## src/rtl/processor.sv

```systemverilog
// Multi-cycle word-addressed processor: 16 GPRs, optional HI/LO mul/div, FSM FETCH/DECODE/EXEC/[MEM]/WB/HALT.
// Latency: 4 cycles per instruction, 5 for ld/st, plus one cycle per iMemRdy=0 cycle in FETCH or MEM.
// Backpressure: FETCH and MEM hold address, data and strobe stable until iMemRdy=1.
// Ports: iClk/iRst (sync, active-high), oMemAddr/oMemData/oMemRead/oMemWrite to memory,
//        iMemData/iMemRdy from memory. Parameter START_PC is the reset PC.
// Optional feature: define PROCESSOR_MULDIV_EN to build mul, div, mfhi and mflo (otherwise they are nops).
module processor #(
  parameter logic [31:0] START_PC = 32'd0
) (
  input  logic        iClk,
  input  logic        iRst,
  output logic [31:0] oMemAddr,
  output logic [31:0] oMemData,
  input  logic [31:0] iMemData,
  input  logic        iMemRdy,
  output logic        oMemRead,
  output logic        oMemWrite
);

  localparam logic [4:0] OP_LD   = 5'b00000;
  localparam logic [4:0] OP_LDI  = 5'b00001;
  localparam logic [4:0] OP_ST   = 5'b00010;
  localparam logic [4:0] OP_ADD  = 5'b00011;
  localparam logic [4:0] OP_SUB  = 5'b00100;
  localparam logic [4:0] OP_AND  = 5'b00101;
  localparam logic [4:0] OP_OR   = 5'b00110;
  localparam logic [4:0] OP_ADDI = 5'b01100;
  localparam logic [4:0] OP_ANDI = 5'b01101;
  localparam logic [4:0] OP_ORI  = 5'b01110;
  localparam logic [4:0] OP_BR   = 5'b10011;
  localparam logic [4:0] OP_JR   = 5'b10100;
  localparam logic [4:0] OP_HALT = 5'b11011;
`ifdef PROCESSOR_MULDIV_EN
  localparam logic [4:0] OP_DIV  = 5'b01111;
  localparam logic [4:0] OP_MUL  = 5'b10000;
  localparam logic [4:0] OP_MFHI = 5'b11000;
  localparam logic [4:0] OP_MFLO = 5'b11001;
`endif

  typedef enum logic [2:0] {FETCH, DECODE, EXEC, MEM, WB, HALT} state_t;

  state_t      state, state_nxt;
  logic [31:0] gpr [16];
  logic [31:0] pc, ir, res;
  logic        take;
  logic [31:0] res_c;
  logic        take_c;
`ifdef PROCESSOR_MULDIV_EN
  logic [31:0] hi, lo;
  logic [63:0] hilo_res, hilo_c;
`endif

  // Instruction fields
  logic [4:0]  op;
  logic [3:0]  ra, rb, rc;
  logic [1:0]  c2;
  logic [31:0] imm, rav, rbv, rcv, ea;

  assign op  = ir[31:27];
  assign ra  = ir[26:23];
  assign rb  = ir[22:19];
  assign rc  = ir[18:15];
  assign c2  = ir[20:19];
  assign imm = {{13{ir[18]}}, ir[18:0]};
  assign rav = gpr[ra];
  assign rbv = gpr[rb];
  assign rcv = gpr[rc];
  // Only address math treats Rb=0 as literal zero; R0 is otherwise a normal register.
  assign ea  = imm + ((rb == 4'd0) ? 32'd0 : rbv);

  // Execute-stage results, registered at the end of EXEC and committed in WB.
  always_comb begin
    res_c  = '0;
    take_c = 1'b0;
`ifdef PROCESSOR_MULDIV_EN
    hilo_c = '0;
`endif
    case (op)
      OP_LDI:  res_c = ea;
      OP_ADD:  res_c = rbv + rcv;
      OP_SUB:  res_c = rbv - rcv;
      OP_AND:  res_c = rbv & rcv;
      OP_OR:   res_c = rbv | rcv;
      OP_ADDI: res_c = rbv + imm;
      OP_ANDI: res_c = rbv & imm;
      OP_ORI:  res_c = rbv | imm;
      OP_BR: begin
        // pc already points past the branch
        res_c = pc + imm;
        case (c2)
          2'b00:   take_c = (rav == 32'd0);
          2'b01:   take_c = (rav != 32'd0);
          2'b10:   take_c = ~rav[31];
          default: take_c = rav[31];
        endcase
      end
      OP_JR: begin
        res_c  = rav;
        take_c = 1'b1;
      end
`ifdef PROCESSOR_MULDIV_EN
      OP_MFHI: res_c = hi;
      OP_MFLO: res_c = lo;
      OP_MUL:  hilo_c = $signed({{32{rav[31]}}, rav}) * $signed({{32{rbv[31]}}, rbv});
      OP_DIV: begin
        if (rbv == 32'd0) hilo_c = {rav, 32'hFFFF_FFFF};
        else              hilo_c = {32'($signed(rav) % $signed(rbv)), 32'($signed(rav) / $signed(rbv))};
      end
`endif
      default: ;
    endcase
  end

  // Next state and memory interface. Strobes are gated by iRst so an in-flight
  // access is dropped in the very cycle reset is asserted.
  always_comb begin
    state_nxt = state;
    oMemAddr  = '0;
    oMemData  = '0;
    oMemRead  = 1'b0;
    oMemWrite = 1'b0;
    case (state)
      FETCH: begin
        oMemAddr = pc;
        oMemRead = 1'b1;
        if (iMemRdy) state_nxt = DECODE;
      end
      DECODE:  state_nxt = (op == OP_HALT) ? HALT : EXEC;
      EXEC:    state_nxt = (op == OP_LD || op == OP_ST) ? MEM : WB;
      MEM: begin
        oMemAddr  = ea;
        oMemRead  = (op == OP_LD);
        oMemWrite = (op == OP_ST);
        oMemData  = (op == OP_ST) ? rav : 32'd0;
        if (iMemRdy) state_nxt = WB;
      end
      WB:      state_nxt = FETCH;
      default: state_nxt = HALT;
    endcase
    if (iRst) begin
      oMemAddr  = '0;
      oMemData  = '0;
      oMemRead  = 1'b0;
      oMemWrite = 1'b0;
    end
  end

  always_ff @(posedge iClk) begin
    if (iRst) begin
      state <= FETCH;
      pc    <= START_PC;
      ir    <= '0;
      res   <= '0;
      take  <= 1'b0;
      for (int i = 0; i < 16; i++) gpr[i] <= '0;
`ifdef PROCESSOR_MULDIV_EN
      hi       <= '0;
      lo       <= '0;
      hilo_res <= '0;
`endif
    end else begin
      state <= state_nxt;
      case (state)
        FETCH: if (iMemRdy) begin
          ir <= iMemData;
          pc <= pc + 32'd1;
        end
        EXEC: begin
          res  <= res_c;
          take <= take_c;
`ifdef PROCESSOR_MULDIV_EN
          hilo_res <= hilo_c;
`endif
        end
        MEM: if (op == OP_LD && iMemRdy) res <= iMemData;
        WB: begin
          case (op)
            OP_LD, OP_LDI, OP_ADD, OP_SUB, OP_AND, OP_OR,
            OP_ADDI, OP_ANDI, OP_ORI: gpr[ra] <= res;
            OP_BR, OP_JR: if (take) pc <= res;
`ifdef PROCESSOR_MULDIV_EN
            OP_MFHI, OP_MFLO: gpr[ra] <= res;
            OP_MUL, OP_DIV:   {hi, lo} <= hilo_res;
`endif
            default: ;
          endcase
        end
        default: ;
      endcase
    end
  end

endmodule

```

## config.mk

```make
export PLATFORM = sky130hd
export DESIGN_NAME = processor
export DESIGN_NICKNAME = d
export VERILOG_FILES = /design/src/rtl/processor.sv
export SDC_FILE = /design/constraint.sdc
export NUM_CORES = 2
export LEC_CHECK = 0
export ABC_AREA = 1
export CAP_MARGIN = 30
export CORE_AREA = 5 5 345 347
export DETAILED_ROUTE_END_ITERATION = 10
export DIE_AREA = 0 0 350 352
export PLACE_DENSITY = 0.61
export SYNTH_ARGS = -nofsm -noshare
export SYNTH_HDL_FRONTEND = slang
export SYNTH_SLANG_ARGS = --single-unit
```

## constraint.sdc

```tcl
create_clock -name iClk -period 10.5 [get_ports iClk]
set_clock_uncertainty 0.2 [all_clocks]
set_input_delay 1.575 -clock iClk [delete_from_list [all_inputs] [get_ports iClk]]
set_output_delay 1.575 -clock iClk [all_outputs]
set_load 0.005 [all_outputs]
```

==> results by group <==
Status
  – Status: finished, violations left
  – Failing checks: design-rule violations

Timing
  – Worst Tran Pin Value: 1.16 ns
  – Final Slew Violations: 0
  – WHS: approximately 0.29 ns
  – Minimum clock period: roughly 8.4 ns
  – Setup-failing EPs final: 0
  – Fmax: 0.120 GHz
  – Final hold violations: 0
  – RSZ-0062 raised after global routing: false
  – Period utilisation layout: 0.795
  – Setup total negative slack: 0 ns
  – Slew margin rel.: 0.224

Min path
  – Min-delay worst type: reg2reg
  – Hold depth: 2

Clock network
  – Setup bufs post-CTS: 0
  – Cts hold-fix bufs: 0
  – Num Clock Sinks: about 620
  – Cts bufs inserted: 77
  – Clock latency on the worst-skew pair: about 0.69 ns
  – # resized after CTS: 0
  – H-tree levels: 3
  – Root cell of the clock tree: clkbuf_16
  – CTS clk-pin slew, worst paths: ~0.060 ns
  – Clock Tree Buf Depth: 3
  – CTS tree: yes

Global routing
  – Initial antenna violation count: 6
  – Vias in the first global route: around 47000
  – First-pass GRT wire length: ~330 mm
  – Grt total ovfl: 0
  – Pin count of the biggest net entering global routing: 213
  – All-Layer GR Usage: 0.358

Drt
  – # DRC: 1
  – Via count: around 51000
  – DR WL/cell: 28.4 µm
  – Antenna viol nets, final: 0
  – Initial DRT Pass Iterations: 11
  – DRT iter0 DRCs: ~7800
  – Post-DR vias/cell: 6.28
  – Total Wirelength: around 230 mm

Setup path
  – Data required, critical path: 8.73 ns
  – R2R depth: 25
  – CP delay by family, top: compound AO/OA/AOI/OAI gates
  – CP Cell Sequence: buf_4 -> o21ai_0 -> a21oi_1 -> o221ai_1 -> a21oi_1 -> ha_1 -> a21oi_1 -> a21boi_0 -> nand3_1 -> nand2_1 -> nand2_1 -> a21oi_1 -> inv_1 -> or2_2 -> nand3_1 -> o21ai_0 -> clkdlybuf4s50_1
  – Worst path max stage delay: about 0.79 ns
  – Critical Path End Type: output pin
  – Crit path arrival time: between 6 and 7 ns
  – CP dominant cell by count: a21oi_1
  – Critical path type: reg2out
  – Slowest stage cell, crit path: buf_4
  – Levels on crit path: 17
  – Worst-path maximum fanout: 96
  – WP buf/inv: 3
  – Worst Setup Start Kind: flip-flop

Power and ir drop
  – Maximum vdd drop: about 130 µV
  – P per Cell Area: between 150 and 200 nW/µm²
  – Leakage power: 19.7 nW

Yosys
  – EDFF count, synth: slightly above 500
  – Syn_area_per_cell: 6.97 µm²
  – Sequential-to-total area share from yosys stat: 0.375
  – Syn Std Cell Area: 47000 µm²
  – Top cells by area, synth: edfxtp_1, nand2_1, nand3_1
  – Synth async-reset ratio: 0
  – Syn. warnings: 0
  – Synth top area share: 0.327
  – Flops & latches, synth: roughly 620
  – Post-synth top area cell: edfxtp_1
  – Post-synthesis cell type count: 55
  – Gate Count Post-Synth: just under 7000
  – Mapped Nets: a little under 7000
  – Synth Flop Type: edfxtp_1

Placement
  – Port Buf Inserts: 100
  – GPL Wtd Cong: ~1.1
  – Post-DP HPWL: between 100 and 150 mm

Cells and area
  – Share of cells above drive strength 1: 0.0575
  – Final Net Count: about 6700
  – Fill cell count: 11900
  – Area growth syn-to-layout: 9.26%

Run
  – Max cap viols: 0

Floorplan
  – DIE AREA: 123000 µm²
  – Core region area: ~120000 µm²
  – Initial core utilization: 0.407
  – Die Y: 352 µm
  – Die X: roughly 350 µm
  – Top-level port count: just over 100
  – Num rows: between 100 and 150
-- cell type report --
| cell class | instances | area [µm²] | area share |
|---|---|---|---|
| multi-input cells | 4961 | 24800 | 0.483 |
| flip-flops and latches | 624 | 17700 | 0.344 |
| inverters | 670 | 2520 | 0.0492 |
| clock buffers | 97 | 2180 | 0.0425 |
| well taps | 1524 | 1910 | 0.0371 |
| repair buffers | 202 | 1900 | 0.0370 |
| clock inverters | 38 | 373 | 0.00726 |
| diodes | 4 | 10.0 | 0.000195 |
-- metrics by stage --
stage	utilization	instance area (µm²)	std cells	total power [mW]	worst slack, ns
global placement	0.421	48700	7975	6.79	3.18
floorplan	-	47000	6737	5.39	5.22
detailed placement	0.422	48700	7979	6.79	3.18
CTS	0.444	51300	8114	9.56	2.46
finish	0.444	51300	8120	9.73	2.15
global route	0.444	51300	8116	10.1	1.98
-- kinds of logic (layout without fill, tap and decap cells) --
kind of cell | after synthesis | count (layout) | synth area share
compound gates | 1749 | 1749 | 0.212
xor+xnor | 68 | 68 | 0.0127
other cells | 0 | 4 | 0
flops | 624 | 624 | 0.375
simple gates | 3046 | 3046 | 0.274
buf+inv | 1152 | 1007 | 0.100
fa+ha+maj | 98 | 98 | 0.0266
-- registers in the layout (all words and copies together) (netlist names), named ones only --
register,flops
res,32
pc,32
state,3
gpr,512
ir,32
take,1
-- cell usage in the layout (no fill, tap or decap), drive strengths merged, types with 60 or more instances in the layout --
cell type	n
inv	648
xor2	60
clkbuf	98
or2	87
o21ai	631
nand3	734
clkdlybuf4s50	100
a21oi	688
dfxtp	112
buf	101
nand2	1243
edfxtp	512
ha	95
o211ai	259
nor2	885
-- synthesized netlist by cell type, types with 9 or more instances --
library cell  number
xor2_1            60
buf_1             62
edfxtp_1         512
a21oi_1          687
nor3_1            40
nand3_1          734
nor4_1            16
o221ai_1          42
dfxtp_1          112
clkinv_1          22
o211ai_1         256
o21bai_1          18
clkbuf_1         232
inv_1            634
or2_1             15
buf_2            160
buf_6             20
a31oi_1           13
ha_1              95
nand2_2           13
o31ai_1           11
nand2_1         1230
a21o_1            15
o21ai_0          625
nand4_1           29
inv_2             14
a221oi_1          18
a211oi_1           9
or2_2             66
nor2_1           877
-- worst paths after layout --
check	startpoint	end	slack, ns
worst max register to register	flip-flop	res[23]	3.48
worst max-delay path	flip-flop	oMemAddr[21]	2.15
worst min-delay path	pc[21]	pc[21]	0.29
worst min register to register	pc[21]	pc[21]	0.29
-- report_power, final --
part           total, mW  internal [mW]  leakage (nW)  switching, mW
logic               3.99           1.07          12.2           2.92
registers           2.94           2.78          6.21          0.157
clock network       2.80           1.62          1.25           1.18
-- worst reg2reg max path, cell delays in order, from the launching register on --
cell	delay, ns
dfxtp_4	0.69
buf_12	0.58
buf_4	0.86
nand2_1	0.13
o211ai_1	0.11
nand3_1	0.12
nand3_1	0.12
nand2_1	0.23
inv_1	0.15
ha_1	0.18
nand3_1	0.12
nor2_2	0.15
nand4_1	0.32
nor2_2	0.31
nand3_1	0.19
o21ai_1	0.19
xor2_1	0.17
ha_1	0.33
a21oi_1	0.31
o21ai_0	0.25
nor2_1	0.23
nand3_1	0.16
o21ai_0	0.41
nand3_1	0.22
nand2_1	0.11
a21oi_1	0.07
-- routing by layer --
layer / global-route usage / wire, µm / up-vias
met2: 0.519 / 94500 / 3659
li1: - / - / 22600
met4: 0.223 / 17900 / 2
met3: 0.0852 / 28600 / 854
met5: 0.00667 / 109 / -
met1: 0.479 / 89300 / 23900
No activity file was read; power rests on OpenSTA's default activity.
